File: src/rtl/sha256_pad_1024.sv
// Collects a byte stream (password + salt) and emits it as a SHA-256 padded
// two-block (1024-bit) message; overlong messages are drained and flagged on err_o.
module sha256_pad_1024 #(
  parameter int MAX_LEN_P = 119
) (
  input  logic          clk_i,
  input  logic          rst_ni,
  input  logic [7:0]    in_data,
  input  logic          in_last,
  input  logic          in_valid,
  output logic          in_ready,
  output logic [1023:0] out,
  output logic          out_valid,
  input  logic          out_ready,
  output logic          err_o
);

  typedef enum logic [1:0] {COLLECT, OUTPUT, DRAIN} state_e;

  localparam logic [7:0] MaxLen = 8'(MAX_LEN_P);
  localparam logic [7:0] SatLen = 8'(MAX_LEN_P + 1);

  state_e        r_state;
  state_e        w_next;
  logic [1023:0] r_buf;
  logic [7:0]    r_cnt;
  logic          r_err;
  logic          r_live;
  logic          w_take;
  logic          w_fits;
  logic [7:0]    w_cntInc;

  assign w_take   = in_valid && in_ready;
  assign w_fits   = r_cnt < MaxLen;
  assign w_cntInc = r_cnt + 8'd1;

  always_ff @(posedge clk_i or negedge rst_ni) begin
    if (!rst_ni) r_state <= COLLECT;
    else         r_state <= w_next;
  end

  always_comb begin
    w_next = r_state;
    unique case (r_state)
      COLLECT: begin
        if (w_take) begin
          if (w_fits) w_next = in_last ? OUTPUT : COLLECT;
          else        w_next = in_last ? COLLECT : DRAIN;
        end
      end
      DRAIN:   if (w_take && in_last) w_next = COLLECT;
      OUTPUT:  if (out_ready) w_next = COLLECT;
      default: w_next = COLLECT;
    endcase
  end

  // r_live keeps in_ready low until the first edge after reset release.
  always_comb begin
    in_ready  = r_live && (r_state != OUTPUT);
    out_valid = (r_state == OUTPUT);
  end

  assign out   = r_buf;
  assign err_o = r_err;

  // The 0x80 marker and bit count land together with the final byte, so out is
  // complete on the very cycle the FSM enters OUTPUT.
  always_ff @(posedge clk_i or negedge rst_ni) begin
    if (!rst_ni) begin
      r_buf  <= '0;
      r_cnt  <= '0;
      r_err  <= 1'b0;
      r_live <= 1'b0;
    end else begin
      r_live <= 1'b1;
      r_err  <= 1'b0;
      unique case (r_state)
        COLLECT: begin
          if (w_take) begin
            if (w_fits) begin
              r_cnt <= w_cntInc;
              for (int k = 0; k < 120; k++) begin
                if (8'(k) == r_cnt)
                  r_buf[1023-8*k -: 8] <= in_data;
                else if (in_last && (8'(k) == w_cntInc))
                  r_buf[1023-8*k -: 8] <= 8'h80;
              end
              if (in_last) r_buf[63:0] <= {53'd0, w_cntInc, 3'd0};
            end else if (in_last) begin
              r_err <= 1'b1;
              r_cnt <= '0;
              r_buf <= '0;
            end else begin
              r_cnt <= SatLen;
            end
          end
        end
        DRAIN: begin
          if (w_take && in_last) begin
            r_err <= 1'b1;
            r_cnt <= '0;
            r_buf <= '0;
          end
        end
        OUTPUT: begin
          if (out_ready) begin
            r_cnt <= '0;
            r_buf <= '0;
          end
        end
        default: r_cnt <= '0;
      endcase
    end
  end

endmodule

File: config.mk
export PLATFORM = sky130hd
export DESIGN_NAME = sha256_pad_1024
export DESIGN_NICKNAME = d
export VERILOG_FILES = /design/src/rtl/sha256_pad_1024.sv
export SDC_FILE = /design/constraint.sdc
export NUM_CORES = 1
export LEC_CHECK = 0
export BUFFER_PORTS_ARGS = -buffer_cell sky130_fd_sc_hd__buf_2
export CAP_MARGIN = 20
export CELL_PAD_IN_SITES_DETAIL_PLACEMENT = 1
export CELL_PAD_IN_SITES_GLOBAL_PLACEMENT = 2
export CORE_AREA = 2 2 407 409
export CTS_BUF_LIST = sky130_fd_sc_hd__clkbuf_8 sky130_fd_sc_hd__clkbuf_16
export CTS_CLUSTER_DIAMETER = 100
export CTS_CLUSTER_SIZE = 24
export DETAILED_ROUTE_END_ITERATION = 7
export DIE_AREA = 0 0 409 411
export GPL_TIMING_DRIVEN = 0
export PLACE_DENSITY = 0.71
export REMOVE_ABC_BUFFERS = 1
export SLEW_MARGIN = 20
export SYNTH_ARGS = -nofsm -noshare
export SYNTH_HDL_FRONTEND = slang
export SYNTH_SLANG_ARGS = --single-unit
File: constraint.sdc
create_clock -name clk_i -period 3.5 [get_ports clk_i]
set_clock_uncertainty 0.15 [all_clocks]
set_input_delay 0.7 -clock clk_i [delete_from_list [all_inputs] [get_ports clk_i]]
set_output_delay 0.7 -clock clk_i [all_outputs]
set_load 0.05 [all_outputs]
==> out/metrics.cfg <==
[synth]
synthMuxAreaShare_pct=0.729
synth_compound_area_share_pct=26.3
syn_inst=3185
synth_edf_count=0
synth_area_per_cell_um2=12.6
syn-cell-area_mm2=0.0400
synthAdderAreaFrac_pct=0.282
yosys_warnings=0
synthXorXnorAreaFrac_pct=0.0876
ys_types=84
synthFlopType=dfrtp_1
yosysSeqAreaShare_pct=61.3
synth_top_family_by_area=compound AO/OA/AOI/OAI gates
postSynth.asyncResetShare_pct=100
synthSimpleGateAreaFrac_pct=6.92
ys_seq_elements=980

[timing]
hold_ws_ns=-0.168
finalHoldViolCount=102
rsz0062_at_grt=true
setup_viol=4
fin_crit_sh_pct=100
min_period_ns=3.52
drv_slew=0
fmaxAchievable_ghz=0.284
slew_headroom_pct=26.0
layout_setup_ws_ns=-0.0157
worst_pin_slew_ns=1.11

[global_route]
gr-total-overflow=0
grt_usage_pct=22.2
first_global_vias=33399
antenna_found_initial=12
grt_max_degree=128
grt_first_pass_wirelength_um=270000

[clock_tree]
ctsHtreeMaxLevel=2
clk_pin_slew_ns=0.10
root_buffer=clkbuf_16
clk_path_buf_depth=3
cts.sinks=980
numCtsBuffers=52
cts_tree=built
clk-insertion-delay-late_ns=0.67

[cells_and_area]
final_common_cell=buf_2
final_cells=6327
drive_gt1_share_pct=33.2
seq_area_mm2=0.0245
final_net_count=4142
layout_common_cells=buf_2, dfrtp_1, o2bb2ai_1
area_delta_synth_final_pct=27.2
n_fill_cell=18126
multi_input_area_mm2=0.0147
final_util_pct=31.0

[power]
power_density_mw_per_mm2=687
max-vdd-ir-drop_uv=430
total_power_mw=35.0
leakage_nw=24.2

[critical_path]
slowest_stage=dfrtp_1
crit_type=reg2reg
crit_buf_inv=5
cp_data_required_time_ns=3.92
endpoint_kind=flop
cp-start-kind=flop
crit_chain=ha_2 -> nor2b_2 -> o2bb2ai_2 -> o2111ai_4 -> buf_16 -> nor2_4 -> buf_16 -> buf_16 -> nand2_8 -> buf_16 -> buf_16 -> o2bb2ai_1
crit_family=buffers and inverters
cp_max_fo=39
reg2reg_slack_ns=-0.02
crit_top_cell=buf_16
critical-path-max-stage-delay_ns=0.45
worstPathArrival_ns=3.94

[floorplan]
die_width_um=409
start_util_pct=24.4
ios=1040
rows=149
dieHeight_um=411
core-area_mm2=0.164
dieArea_mm2=0.168

[route]
drt-vias-per-instance=5.23
final_antenna_net_count=0
wl_per_cell_um=30.8
firstDrtPassIters=5
dr_total_vias=33097
initialDrtViolationCount=2651
drcViolationCount=0
wirelength_um=195000

[flow_run]
maxCapViolCount=0

[outcome]
run_status=finished with violations
violations=hold timing, setup timing

[placement]
gp_congestion=0.793
hpwl_um=140000
io_buffers=983
pre_cts_slack_ns=-1.57
place_inst=6218

[worst_hold_path]
hold_path_class=in2async

Yosys cell counts (4+ instances only):
cell type | n | area (um^2)
nor2_1 | 79 | 297
nand2_1 | 261 | 980
nand3_2 | 20 | 200
o2111ai_1 | 4 | 35.0
o21ai_2 | 29 | 254
dfrtp_1 | 980 | 24500
nand3_1 | 80 | 400
o21ai_1 | 10 | 50.1
nor2b_1 | 12 | 75.1
nor3_1 | 51 | 255
and3b_1 | 6 | 52.6
nor4_1 | 4 | 25.0
a211o_1 | 4 | 35.0
buf_4 | 74 | 556
o31ai_1 | 13 | 97.6
or2_2 | 4 | 25.0
o311ai_1 | 22 | 193
a22o_1 | 34 | 298
o311ai_0 | 11 | 96.3
o311ai_2 | 9 | 146
ha_1 | 9 | 113
a211oi_1 | 16 | 120
and3_1 | 5 | 31.3
inv_1 | 38 | 143
a32o_1 | 5 | 50.1
mux2i_1 | 28 | 280
or2_0 | 6 | 37.5
buf_2 | 160 | 801
a21oi_1 | 56 | 280
o211ai_1 | 19 | 143
o32a_1 | 8 | 80.1
and2_1 | 7 | 43.8
o2bb2ai_1 | 852 | 7460
o22ai_1 | 7 | 43.8
buf_1 | 9 | 33.8
o21a_1 | 4 | 30.0
or3_1 | 5 | 31.3
clkbuf_1 | 52 | 195
a221o_1 | 25 | 250
nand2b_1 | 11 | 68.8
a221oi_1 | 4 | 35.0
o21ai_0 | 73 | 365
nor4b_1 | 4 | 35.0
a21o_1 | 8 | 60.1
sequential cells by signal, indices dropped and copies added, names as in the netlist:
name and count:
err_o 1, out 968, r_cnt 8, r_live 1, r_state 2
layer usage:
metal | vias to the layer above | track usage (%) | wire length, um
met4 | 0 | 7.04 | 6410
met3 | 230 | 5.00 | 13800
met2 | 1214 | 36.1 | 91900
li1 | 13979 | - | -
met5 | - | 0 | 0
met1 | 17674 | 29.1 | 82600
what timing repair did:
item,4_1_cts,5_1_grt
setup buffers,25,10
hold endpoints to repair,102,102
pin swaps,14,5
cloned,1,1
gates resized for setup,71,10
setup endpoints to repair,960,356
layout make-up:
type	instances	area share, %
multi-input combinational	1927	28.8
tap	2189	5.38
inverter	38	0.280
clock inverter	15	0.423
antenna	4	0.0197
timing repair buffer	1121	14.2
clock buffer	53	2.61
sequential	980	48.3
worst reg2reg max path, stage by stage, from the launching register on:
cell and delay [ns]:
dfrtp_1 0.45, ha_2 0.29, nor2b_2 0.23, o2bb2ai_2 0.29
o2111ai_4 0.20, buf_16 0.21, nor2_4 0.15, buf_16 0.17
buf_16 0.23, nand2_8 0.19, buf_16 0.22, buf_16 0.31
o2bb2ai_1 0.32
power breakdown:
group,internal [mW],switching (mW),leakage [nW]
Sequential,12.3,0.675,13.3
Combinational,3.71,11.2,10.2
Clock,2.90,4.13,0.754
Total,18.9,16.0,24.2
final timing paths:
| path | cells past startpoint | endpoint | from |
|---|---|---|---|
| min in group clk_i | 3 | out[539] | in_data[3] |
| worst min-delay path | 1 | out[115] | rst_ni |
| max in group asynchronous | 5 | out[296] | rst_ni |
| worst max-delay path | 12 | out[451] | r_state[0] |
| worst max register to register | 12 | out[451] | r_state[0] |
| worst min register to register | 2 | out[9] | out[9] |
logic make-up after synthesis:
group,count (synthesis)
AOI/OAI and AO/OA,1246
xor gates and xnor gates,4
adders and majority gates,9
buffers and inverters,335
DFF,980
muxes,29
other,2
and+or+nand+nor,580
metrics by stage:
| step | instance area [um^2] | setup TNS, ns |
|---|---|---|
| floorplan | 38600 | -2720.52 |
| global placement | 46200 | - |
| detailed placement | 48600 | -1154.52 |
| CTS | 50700 | 0 |
| global route | 50900 | -1.59 |
| finish | 50900 | -0.0441 |
Power figures use the tool's default switching activity.
